===== src/rtl/fib_seq_engine.sv =====
// fib_seq_engine: seeded Fibonacci-style term generator with valid/ready output,
// programmable term count and per-term overflow tracking (wrap or stop).
module fib_seq_engine #(
    parameter int WIDTH  = 16,
    parameter int SEED_W = 4,
    parameter int CNT_W  = 8
) (
    input  logic              clk,
    input  logic              reset,
    input  logic [SEED_W-1:0] seed_in,
    input  logic              load_a,
    input  logic              load_b,
    input  logic              start,
    input  logic [CNT_W-1:0]  term_count,
    input  logic              mode,
    output logic [WIDTH-1:0]  out_data,
    output logic              out_valid,
    input  logic              out_ready,
    output logic              busy,
    output logic              done,
    output logic              overflow
);
    typedef enum logic [1:0] {IDLE, EMIT, DONE} state_t;
    state_t state;
    logic [WIDTH-1:0] seed_a, seed_b, cur, nxt, a_next, b_next;
    logic [CNT_W-1:0] cnt, cnt_max;
    logic [WIDTH:0] sum;
    logic mode_q, cur_bad, nxt_bad, ovf_q;
    // Loads take effect before a same-cycle start so the run sees the new seed.
    assign a_next = load_a ? WIDTH'(seed_in) : seed_a;
    assign b_next = load_b ? WIDTH'(seed_in) : seed_b;
    assign sum = {1'b0, cur} + {1'b0, nxt};
    assign out_data = cur;
    assign out_valid = (state == EMIT) && !(cur_bad && mode_q);
    assign busy = (state != IDLE);
    assign done = (state == DONE);
    assign overflow = ovf_q || ((state == EMIT) && cur_bad);
    always_ff @(posedge clk) begin
        if (reset) begin
            state   <= IDLE;
            seed_a  <= '0;
            seed_b  <= WIDTH'(1);
            cur     <= '0;
            nxt     <= '0;
            cnt     <= '0;
            cnt_max <= '0;
            mode_q  <= 1'b0;
            cur_bad <= 1'b0;
            nxt_bad <= 1'b0;
            ovf_q   <= 1'b0;
        end else begin
            case (state)
                IDLE: begin
                    seed_a <= a_next;
                    seed_b <= b_next;
                    if (start) begin
                        cnt_max <= term_count;
                        mode_q  <= mode;
                        ovf_q   <= 1'b0;
                        cnt     <= '0;
                        cur     <= a_next;
                        nxt     <= b_next;
                        cur_bad <= 1'b0;
                        nxt_bad <= 1'b0;
                        state   <= (term_count == '0) ? DONE : EMIT;
                    end
                end
                EMIT: begin
                    if (cur_bad)
                        ovf_q <= 1'b1;
                    if (cur_bad && mode_q) begin
                        state <= DONE;
                    end else if (out_ready) begin
                        cnt     <= cnt + 1'b1;
                        cur     <= nxt;
                        cur_bad <= nxt_bad;
                        nxt     <= sum[WIDTH-1:0];
                        nxt_bad <= sum[WIDTH] | cur_bad | nxt_bad;
                        if (cnt == cnt_max - 1'b1)
                            state <= DONE;
                    end
                end
                DONE: state <= IDLE;
                default: state <= IDLE;
            endcase
        end
    end
endmodule


===== config.mk =====
export PLATFORM = sky130hd
export DESIGN_NAME = fib_seq_engine
export DESIGN_NICKNAME = d
export VERILOG_FILES = /design/src/rtl/fib_seq_engine.sv
export SDC_FILE = /design/constraint.sdc
export NUM_CORES = 1
export LEC_CHECK = 0
export CORE_MARGIN = 2
export CORE_UTILIZATION = 35
export DETAILED_ROUTE_END_ITERATION = 10
export MAX_ROUTING_LAYER = met4
export PLACE_DENSITY_LB_ADDON = 0.1
export SKIP_LAST_GASP = 1
export SYNTH_ARGS = -nofsm -noshare
export SYNTH_HDL_FRONTEND = slang
export SYNTH_SLANG_ARGS = --single-unit

===== constraint.sdc =====
create_clock -name clk -period 1.9 [get_ports clk]
set_input_delay 0.38 -clock clk [delete_from_list [all_inputs] [get_ports clk]]
set_output_delay 0.38 -clock clk [all_outputs]
set_load 0.005 [all_outputs]

==> metrics.yaml, run 1 <==
timing.critical_path.cells: "ha_4 -> inv_2 -> fa_2 -> nand2b_4 -> a21oi_4 -> o31a_1 -> a211oi_2 -> o311a_1 -> nor2_1"
synth.most_common_cell: "sky130_fd_sc_hd__dfxtp_1"
timing.critical_path.fanout_max: 4
global_route_wire_length_before_repair_mm: 19.2
crit_path_class: "flop to flop"
final.setup_skew_ns: 0.0102
gpl.final_weighted_congestion: 0.818
final-hold-violation-count: 0
clk_pin_slew_ns: 0.06
synth_top_area_frac: 0.390
outcome: "finished with violations"
irDropWorstVdd_mv: 0.674
grt_use_total: 0.190
worst-slew-pin-transition_ns: 0.822
async_flop_share: 0
totalNegativeSetupSlack_ns: -0.797
holdCritPathClass: "flop to flop"
power.density_nw_per_um2: 960
core-area_um2: 12500
design.portCount: 39
violations: "negative setup slack"
ys_dominant_reg_cell: "sky130_fd_sc_hd__dfxtp_1"
route.final.wire_length_mm: 11.8
rr_worst_depth: 9
tritoncts: "yes"
synthDominantAreaCellType: "sky130_fd_sc_hd__dfxtp_1"
placed_cells: 764
drt.antenna.violating_nets: 0
syn_to_final_growth_pct: 39.5
die_width_um: 116
slowest_stage_cell_cp: "sky130_fd_sc_hd__dfxtp_2"
row_cnt: 41
routed_wire_length_per_instance_um: 14.8
antenna_found_initial: 0
dieArea_um2: 13500
via_per_instance_ratio: 5.03
synth_area_leaders: "sky130_fd_sc_hd__dfxtp_1 39%, sky130_fd_sc_hd__ha_1 5.1%, sky130_fd_sc_hd__nand2_1 4.3%, sky130_fd_sc_hd__a21oi_1 4.1%, sky130_fd_sc_hd__nor2_1 4.0%"
synth_area_per_cell_um2: 8.60
synth_cell_types: 58
fp.dieH_um: 116
timing.final.crit_share: 1.07
cts_hold_repair.buffers: 0
postSynthNetCount: 551
port_buffers: 38
worst_rel_slew_slack: 0.450
max_cap_violations: 0
worst_hold_startpoint: "seed_a[9]"
ys_seq_elements: 86
layoutNonFillerInstCount: 793
initialDrtViolationCount: 146
timing.final.max_slew_violations: 0
cts_buffer_depth: 2
grt_setup_unrepaired: "yes"
antennaDiodeCount: 0
grt_start_max_net_pins: 42
detailedPlacementHpwl_mm: 8.37
pre_cts_ws_ns: -0.288
p_leak_nw: 2.53
starting_utilization_of_the_core_area: 0.354
synth.cell_area_um2: 4410
holdPathStages: 1
synth_enable_flop_cells: 0
worst_skew_pair.late_latency_ns: 0.35
yosysWarningCount: 0
first_global_vias: 3905
reg2reg_to: "nxt[12]"
layout_setup_ws_ns: -0.130
cp_slowest_stage_delay_ns: 0.35
cp-end-kind: "flop"
final_nets: 655
synth_common_cells: "86 x sky130_fd_sc_hd__dfxtp_1, 51 x sky130_fd_sc_hd__nand2_1, 47 x sky130_fd_sc_hd__nor2_1"
final_setup_violations: 8
r2r_setup_slack_ns: -0.13
synthesis.instances: 513
cts-buffers-inserted: 9
min_delay_worst_endpoint: "seed_a[9]"
drc_markers: 0
num_vias: 3990
grt_overflow: 0
startpoint_type: "flop"
clock-sinks: 86
drt_pass1_iterations: 4
ctsHtreeMaxLevel: 3
cp_data_required_time_ns: 2.19
placedInstanceArea_um2: 5480
total_power_after_layout_mw: 5.91
finish.instance_area_um2: 6160
max_freq_ghz: 0.493
worstReg2RegStart: "nxt[0]"
part_of_the_yosys_area_used_for_sequential_elements: 0.390
crit_arrival_ns: 2.32
post_route_cells_drive_above_1_share: 0.248
cts_root_buffer: "sky130_fd_sc_hd__clkbuf_16"
period_needed_ns: 2.03
## layer usage
layer,vias up,GRT usage,routed length [um]
met5,-,-,0
met2,61,0.305,5600
met1,1867,0.238,5620
li1,2051,-,-
met3,11,0.0550,419
met4,0,0.0405,118
## sequential cells by signal, indices dropped and copies added, names as in the netlist
name and count:
cnt 8, mode_q 1, nxt 16, seed_a 16, out_data 16, nxt_bad 1, cnt_max 8, ovf_q 1
cur_bad 1, seed_b 16, state 2
## what timing repair did
item                                    in CTS  in global routing
buffers inserted                            12                  3
pin swaps                                   12                 12
endpoints found under the setup margin      12                 23
gates resized for setup                     25                 25
## how the worst max path moves through the flow
stage,to,slack [ns],from,cells past startpoint
final,nxt[12],-0.13,nxt[0],9
after global routing,nxt[10],-0.27,nxt[0],9
after CTS,nxt[12],-0.16,nxt[0],9
after detailed placement,cnt[5],-0.29,out_ready,8
after global placement,cnt[7],-0.26,out_ready,8
after floorplan,nxt[10],0.01,out_data[5],6
## layout make-up
cell class | count | area [um^2]
Clock buffer | 12 | 256
Multi-Input combinational cell | 388 | 2810
Tap cell | 172 | 215
Fill cell | 1204 | 6310
Clock inverter | 3 | 43.8
Timing Repair Buffer | 124 | 1070
Inverter | 8 | 30.0
Sequential cell | 86 | 1740
## metrics by stage
step / hold slack (ns) / utilization
after floorplan: 0.421 / -
after global placement: 0.435 / 0.440
after detailed placement: 0.435 / 0.440
after CTS: 0.455 / 0.481
after global routing: 0.462 / 0.494
final: 0.451 / 0.494
## power by group
group	switching, mW	internal (mW)
clock	0.720	1.08
sequential	0.143	1.97
combinational	0.994	1.00
total	1.86	4.05
## kinds of logic (layout without fill, tap and decap cells)
logic type / count (synthesis) / after routing / synth area share
buffers and inverters: 39 / 147 / 0.0400
AOI/OAI and AO/OA: 131 / 131 / 0.208
DFF: 86 / 86 / 0.390
and+or+nand+nor: 198 / 198 / 0.222
xor gates and xnor gates: 24 / 24 / 0.0476
muxes: 16 / 16 / 0.0363
adders and majority gates: 19 / 19 / 0.0556
## worst max-delay path, delay by kind of cell (launching register included)
kind                       cells  cell delay (ns)
adders and majority gates      2             0.48
buffers and inverters          1             0.04
DFF                            1             0.35
AOI/OAI and AO/OA              4             0.85
and+or+nand+nor                2             0.26
## cell usage in the layout (no fill, tap or decap), types with 3 or more instances in the layout
cell type	instances
sky130_fd_sc_hd__buf_6	3
sky130_fd_sc_hd__nor2_4	3
sky130_fd_sc_hd__xnor2_1	12
sky130_fd_sc_hd__a31oi_1	3
sky130_fd_sc_hd__nor3b_1	14
sky130_fd_sc_hd__nor3_1	22
sky130_fd_sc_hd__ha_4	6
sky130_fd_sc_hd__a211oi_1	16
sky130_fd_sc_hd__o21ai_0	17
sky130_fd_sc_hd__xor2_1	11
sky130_fd_sc_hd__nand4_1	4
sky130_fd_sc_hd__buf_4	80
sky130_fd_sc_hd__nand2b_1	3
sky130_fd_sc_hd__nand3_1	8
sky130_fd_sc_hd__mux2i_1	16
sky130_fd_sc_hd__nand2_1	51
sky130_fd_sc_hd__a21oi_1	34
sky130_fd_sc_hd__a211oi_2	5
sky130_fd_sc_hd__clkdlybuf4s50_1	35
sky130_fd_sc_hd__o211ai_1	11
sky130_fd_sc_hd__clkbuf_16	9
sky130_fd_sc_hd__and2_1	28
sky130_fd_sc_hd__nor2_1	45
sky130_fd_sc_hd__o21a_1	3
sky130_fd_sc_hd__inv_1	7
sky130_fd_sc_hd__dfxtp_1	79
sky130_fd_sc_hd__ha_1	12
sky130_fd_sc_hd__a21o_1	7
sky130_fd_sc_hd__buf_12	3
sky130_fd_sc_hd__a221oi_2	3
sky130_fd_sc_hd__dfxtp_2	5
sky130_fd_sc_hd__and3_1	4
Note: power is estimated with default switching activity, not from simulation.
==> run 2: changes to the inputs <==
Settings changed: SKIP_LAST_GASP 1 to unset.
==> results of run 2 <==
The final DEF is identical to that of run 1; final timing and power are the same.
